### src/rtl/ext_dispatch_unit_if.sv
// Dispatch bus between the main FSM, the dispatcher and its multi-cycle units.
// The slave side is the dispatcher; the master side drives requests and unit responses.
interface ext_dispatch_unit_if #(
  parameter int N_UNITS  = 2,
  parameter int XLEN     = 32,
  parameter int OP_WIDTH = 3
);
  localparam int UW = (N_UNITS > 1) ? $clog2(N_UNITS) : 1;

  logic                    req_valid;
  logic [UW-1:0]           req_unit;
  logic [OP_WIDTH-1:0]     req_op;
  logic                    kill;
  logic                    req_ready;
  logic [N_UNITS-1:0]      unit_valid;
  logic [OP_WIDTH-1:0]     unit_op;
  logic [N_UNITS-1:0]      unit_ready;
  logic [N_UNITS*XLEN-1:0] unit_result;
  logic [XLEN-1:0]         result;
  logic                    done;
  logic                    error;
  logic                    busy;

  modport slave (
    input  req_valid, req_unit, req_op, kill, unit_ready, unit_result,
    output req_ready, unit_valid, unit_op, result, done, error, busy
  );

  modport master (
    output req_valid, req_unit, req_op, kill, unit_ready, unit_result,
    input  req_ready, unit_valid, unit_op, result, done, error, busy
  );
endinterface

### src/rtl/ext_dispatch_unit.sv
// Dispatches one operation at a time to a multi-cycle execution unit and
// waits for its completion, with kill, bad-index and timeout handling.
module ext_dispatch_unit #(
  parameter int N_UNITS  = 2,
  parameter int XLEN     = 32,
  parameter int OP_WIDTH = 3,
  parameter int TIMEOUT  = 1024
) (
  input  logic              clk,
  input  logic              reset,
  ext_dispatch_unit_if.slave bus
);
  localparam int UW = (N_UNITS > 1) ? $clog2(N_UNITS) : 1;
  localparam int CW = (TIMEOUT > 0) ? $clog2(TIMEOUT + 1) : 1;

  typedef enum logic [1:0] {IDLE, WAIT, DONE} state_e;

  state_e              state_q;
  logic [UW-1:0]       sel_q;
  logic [CW-1:0]       cnt_q;
  logic [N_UNITS-1:0]  unit_valid_q;
  logic [OP_WIDTH-1:0] unit_op_q;
  logic [XLEN-1:0]     result_q;
  logic                done_q;
  logic                error_q;

  logic                req_ready;
  logic                accept;
  logic                idx_ok;
  logic                sel_ready;
  logic [XLEN-1:0]     sel_result;
  logic                timeout_hit;

  assign req_ready = (state_q == IDLE) && !reset && !bus.kill;
  assign accept    = bus.req_valid && req_ready;
  // Widened by one bit so the range check stays meaningful when N_UNITS is a power of two.
  assign idx_ok    = {1'b0, bus.req_unit} < (UW+1)'(N_UNITS);
  assign timeout_hit = (TIMEOUT != 0) && ((int'(cnt_q) + 1) == TIMEOUT);

  always_comb begin
    sel_ready  = 1'b0;
    sel_result = '0;
    for (int i = 0; i < N_UNITS; i++) begin
      if (sel_q == UW'(i)) begin
        sel_ready  = bus.unit_ready[i];
        sel_result = bus.unit_result[i*XLEN +: XLEN];
      end
    end
  end

  always_ff @(posedge clk) begin
    if (reset) begin
      state_q      <= IDLE;
      sel_q        <= '0;
      cnt_q        <= '0;
      unit_valid_q <= '0;
      unit_op_q    <= '0;
      result_q     <= '0;
      done_q       <= 1'b0;
      error_q      <= 1'b0;
    end else begin
      done_q  <= 1'b0;
      error_q <= 1'b0;
      case (state_q)
        IDLE: begin
          if (accept) begin
            if (idx_ok) begin
              sel_q     <= bus.req_unit;
              unit_op_q <= bus.req_op;
              cnt_q     <= '0;
              for (int i = 0; i < N_UNITS; i++)
                unit_valid_q[i] <= (bus.req_unit == UW'(i));
              state_q   <= WAIT;
            end else begin
              error_q <= 1'b1;
            end
          end
        end
        WAIT: begin
          // kill has priority over a completion arriving the same cycle.
          if (bus.kill) begin
            unit_valid_q <= '0;
            state_q      <= IDLE;
          end else if (sel_ready) begin
            result_q     <= sel_result;
            unit_valid_q <= '0;
            done_q       <= 1'b1;
            state_q      <= DONE;
          end else if (timeout_hit) begin
            unit_valid_q <= '0;
            error_q      <= 1'b1;
            state_q      <= IDLE;
          end else if (TIMEOUT != 0) begin
            cnt_q <= cnt_q + CW'(1);
          end
        end
        DONE:    state_q <= IDLE;
        default: state_q <= IDLE;
      endcase
    end
  end

  assign bus.req_ready  = req_ready;
  assign bus.unit_valid = unit_valid_q;
  assign bus.unit_op    = unit_op_q;
  assign bus.result     = result_q;
  assign bus.done       = done_q;
  assign bus.error      = error_q;
  assign bus.busy       = (state_q != IDLE);
endmodule

### src/flat_wrapper.sv
// flat-port wrapper written by rule: the top's interface ports become plain ports
module ext_dispatch_unit_flat 
#(
  parameter int N_UNITS  = 2,
  parameter int XLEN     = 32,
  parameter int OP_WIDTH = 3,
  parameter int TIMEOUT  = 1024
)
  (clk, reset, bus_req_valid, bus_req_unit, bus_req_op, bus_kill, bus_unit_ready, bus_unit_result, bus_req_ready, bus_unit_valid, bus_unit_op, bus_result, bus_done, bus_error, bus_busy);
  ext_dispatch_unit_if #(.N_UNITS(N_UNITS), .XLEN(XLEN), .OP_WIDTH(OP_WIDTH)) bus_i ();
  input  logic clk;
  input  logic reset;
  input wire logic [$bits(bus_i.req_valid)-1:0] bus_req_valid;
  input wire logic [$bits(bus_i.req_unit)-1:0] bus_req_unit;
  input wire logic [$bits(bus_i.req_op)-1:0] bus_req_op;
  input wire logic [$bits(bus_i.kill)-1:0] bus_kill;
  input wire logic [$bits(bus_i.unit_ready)-1:0] bus_unit_ready;
  input wire logic [$bits(bus_i.unit_result)-1:0] bus_unit_result;
  output wire logic [$bits(bus_i.req_ready)-1:0] bus_req_ready;
  output wire logic [$bits(bus_i.unit_valid)-1:0] bus_unit_valid;
  output wire logic [$bits(bus_i.unit_op)-1:0] bus_unit_op;
  output wire logic [$bits(bus_i.result)-1:0] bus_result;
  output wire logic [$bits(bus_i.done)-1:0] bus_done;
  output wire logic [$bits(bus_i.error)-1:0] bus_error;
  output wire logic [$bits(bus_i.busy)-1:0] bus_busy;
  assign bus_i.req_valid = bus_req_valid;
  assign bus_i.req_unit = bus_req_unit;
  assign bus_i.req_op = bus_req_op;
  assign bus_i.kill = bus_kill;
  assign bus_i.unit_ready = bus_unit_ready;
  assign bus_i.unit_result = bus_unit_result;
  assign bus_req_ready = bus_i.req_ready;
  assign bus_unit_valid = bus_i.unit_valid;
  assign bus_unit_op = bus_i.unit_op;
  assign bus_result = bus_i.result;
  assign bus_done = bus_i.done;
  assign bus_error = bus_i.error;
  assign bus_busy = bus_i.busy;
  ext_dispatch_unit #(.N_UNITS(N_UNITS), .XLEN(XLEN), .OP_WIDTH(OP_WIDTH), .TIMEOUT(TIMEOUT)) u_core (.clk(clk), .reset(reset), .bus(bus_i));
endmodule
### config.mk
export PLATFORM = sky130hd
export DESIGN_NAME = ext_dispatch_unit_flat
export DESIGN_NICKNAME = d
export VERILOG_FILES = /design/src/rtl/ext_dispatch_unit_if.sv /design/src/rtl/ext_dispatch_unit.sv /design/src/flat_wrapper.sv
export SDC_FILE = /design/constraint.sdc
export NUM_CORES = 1
export LEC_CHECK = 0
export ABC_AREA = 1
export ABC_CLOCK_PERIOD_IN_PS = 3800
export CORE_MARGIN = 1
export CORE_UTILIZATION = 45
export DETAILED_ROUTE_END_ITERATION = 6
export HOLD_SLACK_MARGIN = 0.12
export PLACE_DENSITY = 0.95
export SLEW_MARGIN = 5
export SYNTH_ARGS = -nofsm -noshare
export SYNTH_HDL_FRONTEND = slang
export SYNTH_SLANG_ARGS = --single-unit
### constraint.sdc
create_clock -name clk -period 3.8 [get_ports clk]
set_input_delay 0.57 -clock clk [delete_from_list [all_inputs] [get_ports clk]]
set_output_delay 0.57 -clock clk [all_outputs]
set_load 0.01 [all_outputs]
### Yosys cells after proc, flatten, opt, wreduce, memory -nomap -nowiden

Index checks and enable logic that the tools add are counted.
W data, S select, Z words.

* flip-flop bits (word level): 53
* output and inout bits: 41
* word-level logic and storage cells: 53

* add/subtract/negate cells: 2
* equality and inequality tests: 7
* mux-type cells: 18
* bitwise operators: 3
* reductions and logical operators: 15

Operator list (number)
* $mux W11: 4
* $eq A32 B12 Y1 const B: 1
* $mux W32: 1
* $pmux W11 S2: 1
* $mux W2: 7
* $add A11 B1 Y12 const B: 1
* $add A11 B1 Y11 const B: 1
* $pmux W2 S2: 2
* $ne A2 B2 Y1 const B: 3
* $reduce_and A3 Y1: 2
* $reduce_and A5 Y1: 1
* $ne A4 B2 Y1 const B: 1
* $reduce_and A2 Y1: 2
* $reduce_bool A2 Y1: 2
* $reduce_or A4 Y1: 1
* $logic_and A1 B1 Y1: 3
* $mux W1: 3
* $not A1 Y1: 3
* $reduce_or A3 Y1: 1
* $eq A2 B1 Y1 const B: 1
* $logic_not A1 Y1: 2
* $logic_not A2 Y1: 1
* $ne A2 B1 Y1 const B: 1

### Longest topological paths before layout

* depth in word-level cells: 6
* depth in mapped cells: 15
* gate-level depth less buffers: 14

### Worst setup path before layout

Ideal clock, no wire load.

* path kind: input to register
* start: input port bus_kill
* end: register u_core.cnt_q[2]
* library setup time: 0.114 ns
* data arrival time: 1.656 ns
* data required time: 3.686 ns
* setup slack: 2.030 ns
* cell stages on the path: 7
* cell sequence: nor3_1 -> nand2_1 -> nand2_4 -> buf_12 -> nand2_2 -> nand2_2 -> nor2_2

* longest elaborated chain between the ends: 5
* elaborated cells between the ends (all ways): 6
* those cells by class: eq/ne (2); reduce/logical (4)

RTL lines
* start: declaration: line flat_wrapper.sv:16 `input wire logic [$bits(bus_i.kill)-1:0] bus_kill;`
* $logic_not A1 Y1: line ext_dispatch_unit.sv:34 `assign req_ready = (state_q == IDLE) && !reset && !bus.kill;`
* $logic_and A1 B1 Y1: line ext_dispatch_unit.sv:34
* $logic_and A1 B1 Y1: line ext_dispatch_unit.sv:35 `assign accept = bus.req_valid && req_ready;`
* $ne A2 B1 Y1 (no line)
* $reduce_and A5 Y1 (no line) (*)
* end signal: assignment: line ext_dispatch_unit.sv:94 `cnt_q <= cnt_q + CW'(1);`
* end: declaration: line ext_dispatch_unit.sv:20 `logic [CW-1:0] cnt_q;`

Mark *: on every way between the ends. The rest lies on a longest branch, timed or not.
A chain may end at the register's enable or synchronous reset.

### Worst setup path in the final report

* start: input port reset
* end: output port bus_req_ready

* longest elaborated chain between the ends: 3

RTL lines
* start: declaration: line flat_wrapper.sv:12 `input logic reset;`
* $logic_not A1 Y1: line ext_dispatch_unit.sv:34
* $logic_and A1 B1 Y1 (2 in a row): line ext_dispatch_unit.sv:34
* end: declaration: line flat_wrapper.sv:19 `output wire logic [$bits(bus_i.req_ready)-1:0] bus_req_ready;`

No other way between the ends.

==> results.cfg <==
[clock_tree]
htree_num_levels = 2
path_clk_slew_ns = 0.10
clk_latency_ns = 0.31
cts.sinks = 53
cts_setup_buffers = 0
cts_resized = 0
clockBufferDepth = 2
ctsHoldBuffers = 0
cts_buffers = 5
tritoncts = yes
cts_root_buffer = clkbuf_8

[timing]
post-route-period-util_pct = 71.0
tns_ns = 0
worstMarginPinSlew_ns = 1.03
final.min_clock_period_ns = 2.70
rsz0062_at_grt = no
drv_slew = 0
setup_viol = 0
fin_skew_ns = 0.00747
hold_viol_final = 0
max_clock_freq_mhz = 371
slew-limit-headroom_pct = 31.6

[detailed_routing]
viasPerCell = 5.11
routed_wl_mm = 7.74
antenna_left = 0
wl_per_cell_um = 13.3
drc = 0
dr_total_vias = 2962
drtIter0Drc = 150
drt-pass1-iter-count = 4

[run_status]
status = complete, no violations

[logic_synthesis]
async_reset_ff_share_pct = 0
synth.most_common_cell = a21oi_1
netlist.area_leader.share_pct = 38.2
syn-num-nets = 476
synth_edf_count = 0
ys_seq_elements = 53
syn_area_sq_um = 2780
avgSynthCellArea_sq_um = 6.93
synth-main-ff-cell = dfxtp_1
synthCells = 401
synthTopCellsByCount = a21oi_1 (71), nor2_1 (57), dfxtp_1 (53)
yosysTopAreaCell = dfxtp_1
yosys.cell_types.count = 27
yosysSeqAreaShare_pct = 38.2
yosysWarnings = 0
synth_area_leaders = dfxtp_1 (38%), a21oi_1 (13%), nor2_1 (7.7%)

[setup_path]
worstPathCellList = clkdlybuf4s50_1, nor3_1, clkdlybuf4s50_1
path_class = in -> out
critPathMaxFanout = 11
slowest_stage = clkdlybuf4s50_1
required_ns = 3.23
crit_buf_inv = 2
cp_data_arrival_time_ns = 2.13
crit_path_end_kind = output pin
critical_path.top_delay_family = buffers and inverters
cpMostUsedCell = clkdlybuf4s50_1
critPathMaxStageDelay_ns = 0.61
setup.worst_path.start_class = input port

[grt]
grt_max_degree = 66
grt_pass1_wl_mm = 12.7
gr-total-overflow = 0
grt_antenna_before_repair = 0
track_usage_pct = 25.0
grt_pass1_vias = 2990

[placed_design]
dp_hpwl_mm = 5.77
gp_congestion = 0.833
io_buffers = 114
place_area_sq_um = 3930

[floorplanning]
initial_utilization_pct = 46.7
io_pins = 115
dieWidth_um = 80.6
fp.dieArea_sq_um = 6490
coreArea_sq_um = 5960
core.rowCount = 28
die_h_um = 80.6

[finish]
fill_cells = 459
num_antenna_cells = 0
drive_above_1_share_pct = 11.1
utilization_pct = 67.5
nNetsFinal = 579
fin_area_sq_um = 4020
syn2layout_area_growth_pct = 44.7

[power]
leakage_nw = 1.70
p_per_area_nw_per_um2 = 277
irDropWorstVdd_uv = 217

[min_path]
hold_class = reg -> reg

[flow_run]
maxCapViolCount = 0
final timing paths:
check                             start                     to  slack, ns  depth (start not counted)
setup / recovery                  reset          bus_req_ready       1.10                          3
hold / removal    u_core.bus.unit_op[2]  u_core.bus.unit_op[2]       0.48                          2
setup reg to reg      u_core.state_q[0]   u_core.bus.result[4]       1.18                          9
hold reg to reg   u_core.bus.unit_op[2]  u_core.bus.unit_op[2]       0.48                          2
placed cells by master (no fill, tap or decap):
cell type and instances:
nand2_2 14, o21ai_0 33, o21bai_1 1, nand3_1 8
clkbuf_1 1, nand3_4 1, clkinvlp_4 2, dfxtp_1 52
o21ai_1 1, nor2_1 56, nand4_1 2, nand2_4 9
a21oi_1 71, nor2_2 13, clkdlybuf4s50_1 114, nand3_2 2
buf_4 4, inv_1 52, nor2_8 1, dfxtp_2 1
ha_1 1, mux2i_1 1, clkbuf_8 5, nor2_4 4
xor2_1 1, nor3_1 3, nand2_1 52
routing by layer:
metal  global-route usage, %  routed length, um  up-vias
met5                       0                  0        -
met4                    11.8                264        0
met3                    8.52                643       25
met2                    45.0               3900      115
met1                    25.8               2930     1347
li1                        -                  -     1475
layout make-up:
class / instances / area [sq um] / area share, %
Inverter: 52 / 195 / 4.86
Multi-Input combinational cell: 274 / 1410 / 35.1
Clock buffer: 6 / 72.6 / 1.81
Sequential cell: 53 / 1060 / 26.4
Timing Repair Buffer: 118 / 1170 / 29.1
Tap cell: 75 / 93.8 / 2.33
Clock inverter: 2 / 15.0 / 0.373
sequential cells by signal, indices dropped and copies added (netlist names):
name	cells
u_core.cnt_q	11
u_core.bus.error	1
u_core.bus.unit_valid	2
u_core.bus.result	32
u_core.bus.unit_op	3
u_core.sel_q	1
u_core.bus.done	1
u_core.state_q	2
per-stage QoR:
step | setup WS, ns | power [W] | hold slack [ns] | instances
floorplan | 2.03 | 0.000696 | 0.483 | 401
global placement | 1.22 | 0.000795 | 0.454 | 572
detailed placement | 1.17 | 0.000806 | 0.469 | 572
CTS | 1.17 | 0.00112 | 0.486 | 580
global route | 0.916 | 0.00116 | 0.500 | 580
finish | 1.10 | 0.00111 | 0.485 | 580
worst min-delay path: cells and delay by family (launching register included):
family           cells  cell delay (ns)
AND/OR/NAND/NOR      1             0.06
flip-flops           1             0.32
AO/OA/AOI/OAI        1             0.06
power by group:
part / internal, W / leakage (nW) / switching (W) / total (W)
logic: 0.000117 / 1.23 / 0.0000958 / 0.000213
clock network: 0.000130 / 0.0374 / 0.000186 / 0.000316
registers: 0.000570 / 0.430 / 0.0000131 / 0.000583
total: 0.000817 / 1.70 / 0.000295 / 0.00111
cells by family after synthesis:
family,after synthesis,synth area share (%)
AOI/OAI and AO/OA,106,19.2
xor gates and xnor gates,1,0.315
adders and majority gates,1,0.450
buffers and inverters,74,11.3
DFF,53,38.2
muxes,1,0.360
and+or+nand+nor,165,30.2
Note: power is estimated with default switching activity, not from simulation.
